`config.mk`:
```
export PLATFORM = sky130hd
export DESIGN_NAME = cfg_dat_stream
export DESIGN_NICKNAME = d
export VERILOG_FILES = /design/src/rtl/cfg_dat_pkg.sv /design/src/rtl/cfg_dat_next_sel.sv /design/src/rtl/cfg_dat_stream.sv
export SDC_FILE = /design/constraint.sdc
export NUM_CORES = 1
export LEC_CHECK = 0
export ABC_AREA = 1
export BUFFER_PORTS_ARGS = -buffer_cell sky130_fd_sc_hd__buf_2
export CORE_AREA = 5 5 244 246
export DETAILED_ROUTE_END_ITERATION = 10
export DIE_AREA = 0 0 249 251
export PLACE_DENSITY = 0.36
export SYNTH_ARGS = -nofsm -noshare
export SYNTH_HDL_FRONTEND = slang
export SYNTH_HIERARCHICAL = 1
export SYNTH_SLANG_ARGS = --single-unit
```
`constraint.sdc`:
```
create_clock -name clk -period 3.2 [get_ports clk]
set_input_delay 0 -clock clk [delete_from_list [all_inputs] [get_ports clk]]
set_output_delay 0 -clock clk [all_outputs]
set_load 0.02 [all_outputs]
```
`src/rtl/cfg_dat_pkg.sv`:
```
`default_nettype none
// +--------------------------------------------------------------------------+
// | Module   : cfg_dat_pkg                                                   |
// | Purpose  : Shared types and helpers for the cfg_dat_stream slice.        |
// |            - state_t     : stream FSM encoding (IDLE, SEND)              |
// |            - clog2       : index width, never below 1                    |
// |            - field_slice : field k of a word, field 0 in the MSBs        |
// | Revision : 1.0  initial release                                          |
// +--------------------------------------------------------------------------+
package cfg_dat_pkg;

  typedef enum logic [0:0] {
    IDLE = 1'b0,
    SEND = 1'b1
  } state_t;

  // Upper bound on NUM_FIELDS*FIELD_W that field_slice can address
  // (64 fields of up to 64 bits each).
  localparam int unsigned MAX_DAT_W = 4096;

  // Ceiling log2 with a floor of 1, so that a single-field build still
  // has a one-bit index port.
  function automatic int unsigned clog2(input int unsigned n);
    int unsigned w;
    w = 1;
    for (int i = 1; i < 32; i++) begin
      if ((64'd1 << i) < 64'(n)) begin
        w = i + 1;
      end
    end
    return w;
  endfunction

  // Field k of a word holding num_fields fields of field_w bits each.
  // Field 0 is the most significant. The result is right-aligned; the
  // caller truncates it to field_w bits.
  function automatic logic [MAX_DAT_W-1:0] field_slice(
    input logic [MAX_DAT_W-1:0] word,
    input int unsigned          k,
    input int unsigned          num_fields,
    input int unsigned          field_w
  );
    logic [MAX_DAT_W-1:0] lsb_mask;
    lsb_mask = ~({MAX_DAT_W{1'b1}} << field_w);
    return (word >> ((num_fields - 1 - k) * field_w)) & lsb_mask;
  endfunction

endpackage : cfg_dat_pkg
`default_nettype wire

```
`src/rtl/cfg_dat_next_sel.sv`:
```
`default_nettype none
// +--------------------------------------------------------------------------+
// | Module   : cfg_dat_next_sel                                              |
// | Purpose  : Combinational set-bit finder for the field-enable mask.       |
// | Ports    : i_mask      - field enable mask                               |
// |            i_ptr       - current field index                             |
// |            o_next_idx  - lowest set mask bit strictly above i_ptr        |
// |            o_has_next  - a set mask bit exists above i_ptr               |
// |            o_first_idx - lowest set mask bit (0 when the mask is empty)  |
// | Revision : 1.0  initial release                                          |
// +--------------------------------------------------------------------------+
module cfg_dat_next_sel #(
  parameter int unsigned NUM_FIELDS = 11,
  parameter int unsigned IDX_W      = 4
) (
  input  logic [NUM_FIELDS-1:0] i_mask,
  input  logic [IDX_W-1:0]      i_ptr,
  output logic [IDX_W-1:0]      o_next_idx,
  output logic                  o_has_next,
  output logic [IDX_W-1:0]      o_first_idx
);

  // Scanning from the top down, the final hit is the lowest qualifying bit.
  always_comb begin
    o_next_idx  = '0;
    o_has_next  = 1'b0;
    o_first_idx = '0;
    for (int k = NUM_FIELDS - 1; k >= 0; k--) begin
      if (i_mask[k]) begin
        o_first_idx = IDX_W'(k);
        if (IDX_W'(k) > i_ptr) begin
          o_next_idx = IDX_W'(k);
          o_has_next = 1'b1;
        end
      end
    end
  end

endmodule : cfg_dat_next_sel
`default_nettype wire

```
`src/rtl/cfg_dat_stream.sv`:
```
`default_nettype none
// +--------------------------------------------------------------------------+
// | Module   : cfg_dat_stream                                                |
// | Purpose  : Registers one wide config word per valid/ready handshake and  |
// |            presents its fields as a one-cycle parallel snapshot strobe   |
// |            and as a serial stream of the mask-enabled fields.            |
// | Ports    : clk, reset (async, active-high)                               |
// |            t_0_dat/t_0_mask/t_0_valid/t_0_ready : config word input      |
// |            i_0_dat/i_0_idx/i_0_last/i_0_valid/i_0_ready : field stream   |
// |            i_1_dat/i_1_valid : registered snapshot + update strobe       |
// |            busy : stream drain in progress                               |
// | Note     : t_0_ready depends combinationally on i_0_ready, which lets a  |
// |            new word be taken on the last beat with no idle cycle.        |
// | Revision : 1.0  initial release                                          |
// +--------------------------------------------------------------------------+
module cfg_dat_stream
  import cfg_dat_pkg::*;
#(
  parameter  int unsigned CFG_W      = 512,
  parameter  int unsigned FIELD_W    = 8,
  parameter  int unsigned NUM_FIELDS = 11,
  localparam int unsigned IDX_W      = clog2(NUM_FIELDS)
) (
  input  logic                          clk,
  input  logic                          reset,
  input  logic [CFG_W-1:0]              t_0_dat,
  input  logic [NUM_FIELDS-1:0]         t_0_mask,
  input  logic                          t_0_valid,
  output logic                          t_0_ready,
  output logic [FIELD_W-1:0]            i_0_dat,
  output logic [IDX_W-1:0]              i_0_idx,
  output logic                          i_0_last,
  output logic                          i_0_valid,
  input  logic                          i_0_ready,
  output logic [NUM_FIELDS*FIELD_W-1:0] i_1_dat,
  output logic                          i_1_valid,
  output logic                          busy
);

  localparam int unsigned DAT_W = NUM_FIELDS * FIELD_W;

  state_t                r_state;
  state_t                w_state_nxt;
  logic [IDX_W-1:0]      r_ptr;
  logic [IDX_W-1:0]      w_ptr_nxt;
  logic [DAT_W-1:0]      r_word;
  logic [NUM_FIELDS-1:0] r_mask;
  logic                  r_snap_vld;

  logic                  w_sending;
  logic                  w_beat;
  logic                  w_last;
  logic                  w_accept;

  logic [IDX_W-1:0]      w_next_cur;
  logic                  w_has_next_cur;
  logic [IDX_W-1:0]      w_first_cur;
  logic [IDX_W-1:0]      w_next_new;
  logic                  w_has_next_new;
  logic [IDX_W-1:0]      w_first_new;

  // Advance selection: next enabled field of the word being drained.
  cfg_dat_next_sel #(
    .NUM_FIELDS (NUM_FIELDS),
    .IDX_W      (IDX_W)
  ) u_sel_cur (
    .i_mask      (r_mask),
    .i_ptr       (r_ptr),
    .o_next_idx  (w_next_cur),
    .o_has_next  (w_has_next_cur),
    .o_first_idx (w_first_cur)
  );

  // Initial selection: first enabled field of the word being offered.
  cfg_dat_next_sel #(
    .NUM_FIELDS (NUM_FIELDS),
    .IDX_W      (IDX_W)
  ) u_sel_new (
    .i_mask      (t_0_mask),
    .i_ptr       ('0),
    .o_next_idx  (w_next_new),
    .o_has_next  (w_has_next_new),
    .o_first_idx (w_first_new)
  );

  // Field view of the registered word. The slice positions are constant
  // per generate iteration, so each reduces to plain wiring.
  logic [MAX_DAT_W-1:0] w_word_ext;
  logic [FIELD_W-1:0]   w_fields [NUM_FIELDS];

  assign w_word_ext = MAX_DAT_W'(r_word);

  for (genvar k = 0; k < NUM_FIELDS; k++) begin : g_fields
    assign w_fields[k] = FIELD_W'(field_slice(w_word_ext, k, NUM_FIELDS, FIELD_W));
  end

  // Next-state and output decode.
  always_comb begin
    w_state_nxt = r_state;
    w_ptr_nxt   = r_ptr;
    w_sending   = (r_state == SEND);
    w_beat      = w_sending & i_0_ready;
    w_last      = w_sending & ~w_has_next_cur;
    t_0_ready   = ~w_sending | (w_beat & w_last);
    w_accept    = t_0_valid & t_0_ready;

    // Accept takes priority: on a last-beat accept the outgoing beat still
    // shows the old word, and the pointer reloads from the new mask.
    if (w_accept) begin
      w_state_nxt = (|t_0_mask) ? SEND : IDLE;
      w_ptr_nxt   = w_first_new;
    end else if (w_beat) begin
      if (w_last) begin
        w_state_nxt = IDLE;
      end else begin
        w_ptr_nxt = w_next_cur;
      end
    end

    i_0_valid = w_sending;
    busy      = w_sending;
    i_0_last  = w_last;
    i_0_idx   = w_sending ? r_ptr : '0;
    i_0_dat   = w_sending ? w_fields[r_ptr] : '0;
    i_1_dat   = r_word;
    i_1_valid = r_snap_vld;
  end

  always_ff @(posedge clk or posedge reset) begin
    if (reset) begin
      r_state    <= IDLE;
      r_ptr      <= '0;
      r_word     <= '0;
      r_mask     <= '0;
      r_snap_vld <= 1'b0;
    end else begin
      r_state    <= w_state_nxt;
      r_ptr      <= w_ptr_nxt;
      r_snap_vld <= w_accept;
      if (w_accept) begin
        r_word <= t_0_dat[DAT_W-1:0];
        r_mask <= t_0_mask;
      end
    end
  end

  // Bits of the config word above the field map are ignored by design, and
  // some selector outputs are not needed in every role.
  logic w_unused_upper;
  if (CFG_W > DAT_W) begin : g_upper_ignored
    assign w_unused_upper = ^t_0_dat[CFG_W-1:DAT_W];
  end else begin : g_upper_none
    assign w_unused_upper = 1'b0;
  end

  logic w_unused;
  assign w_unused = ^{w_unused_upper, w_first_cur, w_next_new, w_has_next_new};

endmodule : cfg_dat_stream
`default_nettype wire

```
==> results.cfg <==
[floorplanning]
ios = 632
initial_core_util = 0.0935
dieArea_um2 = 62500
core_area_um2 = 57100
die_x_um = 249
rows = 88
fp.dieH_um = 251

[setup_path]
startpoint_type = register
arrival_ns = 2.79
required_ns = 3.20
r2r_slack_ns = 0.62
critPathKind = register to output pin
cp_max_fo = 37
setup.worst_path.end_class = output pin

[timing]
tns_ns = 0
hold_violations = 0
worst_pin_slew_ns = 0.979
period_share = 0.871
slew-limit-headroom = 0.348
setup_violations = 0
period_needed_ns = 2.79
slew_viol_final = 0
fin_skew_ns = 0.0114
rsz0062_at_grt = no
fmax_mhz = 359

[power_and_ir_drop]
power_frac_clock = 0.133
cellLeakagePower_nw = 4.21
p_int_w = 0.00396
total_power_w = 0.00846
p_per_area_nw_per_um2 = 992
p_comb_frac = 0.581
peakVddDrop_mv = 0.432
switchingPower_w = 0.00449
switching_share = 0.531
p_seq_frac = 0.287

[drt]
drt_wl_total_mm = 28.7
drt_iter0_markers = 342
routedWlPerCell_um = 15.9
routed-wl-met2_mm = 12.6
top_layer = met5
met1_length_mm = 13.5
num_vias = 5789
wl_met3_mm = 2.01
route.detailed.drc = 0
ant_nets = 0
drtPass1Iterations = 5
via_per_inst = 3.21

[clocking]
cts_sinks = 104
numCtsBuffers = 9
cts_buffer_depth = 2
clock_latency_ns = 0.38
cts_tree = yes
cts_root_buffer = clkbuf_16
h-tree-depth = 3
clk_pin_slew_worst_paths_ns = 0.08

[global_route]
grtUsageTotal = 0.0911
gr-total-overflow = 0
grt_pass1_vias = 5809
grt_pass1_wl_mm = 41.1
grt_max_degree = 66
antenna_found_initial = 14

[yosys]
yosysWarnings = 6
syn-num-nets = 1263
synth_area_um2 = 5340
syn_inst = 736
postSynthAreaPerCell_um2 = 7.26

[run_status]
status = finished, final reports clean

[finish]
fin_nets = 1558
syn_to_final_growth_pct = 59.5
drive_above_1_share = 0.239
final_area_um2 = 8520
num-fill-cells = 6615

[place]
io_buffers = 207
place_congestion = 0.767
place_area_um2 = 7200
dp_hpwl_mm = 22.6

[flow_run]
maxCapViolCount = 0

[worst_hold_path]
hold_path.class = input pin to register
final timing paths:
check | from | end | cells past startpoint
min in group asynchronous | reset | i_1_dat[69] | 3
worst max-delay path | r_ptr[0] | i_0_dat[6] | 6
worst min register to register | r_mask[5] | r_mask[5] | 2
max in group asynchronous | reset | r_ptr[0] | 4
worst min-delay path | i_0_ready | r_ptr[1] | 6
worst max register to register | r_ptr[0] | i_1_dat[44] | 13
repair_timing:
action,4_1_cts,5_1_grt
buffers inserted,0,0
hold endpoints to repair,162,0
hold buffers,103,0
resized for setup,0,0
state kept, by name, summed over array words and instances, names as in the netlist:
register	cells
i_1_dat	88
r_mask	10
r_ptr	4
busy	1
i_1_valid	1
power groups by stage:
stage | logic [W] | registers (W) | clock network (W)
6_report | 0.00491 | 0.00242 | 0.00112
5_1_grt | 0.00549 | 0.00252 | 0.00124
4_1_cts | 0.00509 | 0.00244 | 0.00120
3_5_place_dp | 0.00496 | 0.00247 | 0
3_3_place_gp | 0.00495 | 0.00246 | 0
2_1_floorplan | 0.00236 | 0.00296 | 0
per-stage QoR:
stage | instances | setup WS [ns] | hold slack (ns) | util
2_1_floorplan | 736 | 0.468 | 0.110 | -
3_3_place_gp | 1682 | 0.585 | 0.199 | 0.126
3_5_place_dp | 1682 | 0.594 | 0.199 | 0.126
4_1_cts | 1801 | 0.193 | 0.210 | 0.149
5_1_grt | 1804 | 0.129 | 0.319 | 0.149
6_report | 1805 | 0.414 | 0.248 | 0.149
layout make-up:
cell class                 count  area [µm²]  share of cell area
clock inverter                 7        53.8             0.00631
clock buffer                   9         225              0.0264
tap                          765         957               0.112
timing repair buffer         322        2180               0.256
sequential                   104        2610               0.306
antenna                        4        10.0             0.00117
multi-input combinational    501        2130               0.250
inverter                      93         357              0.0419
critical path: stages (launching register included):
cell and delay (ns):
dfrtp_2 0.58, inv_2 0.62, o21ai_0 0.24, o21ai_0 0.41, nand2_1 0.10, a21oi_1 0.17
buf_2 0.24
layer usage:
layer,track usage,vias up
met5,0,-
li1,-,2884
met1,0.121,2668
met3,0.0326,37
met4,0.0244,10
met2,0.140,190
placed cells by master, fill, tap and decap left out, types with 2 or more instances in the layout:
| cell | n |
|---|---|
| a21oi_1 | 14 |
| buf_12 | 2 |
| buf_2 | 207 |
| buf_4 | 10 |
| clkbuf_16 | 9 |
| clkinv_1 | 2 |
| clkinv_2 | 2 |
| clkinvlp_4 | 2 |
| dfrtp_1 | 102 |
| dfrtp_2 | 2 |
| diode_2 | 4 |
| dlygate4sd3_1 | 103 |
| inv_1 | 84 |
| inv_2 | 5 |
| inv_6 | 2 |
| nand2_1 | 288 |
| nand3_1 | 64 |
| nor2_1 | 34 |
| nor3_1 | 3 |
| nor4_1 | 3 |
| o21ai_0 | 21 |
| o21ai_1 | 66 |
| o21bai_1 | 2 |
| o31ai_1 | 2 |
Power figures use the tool's default switching activity.
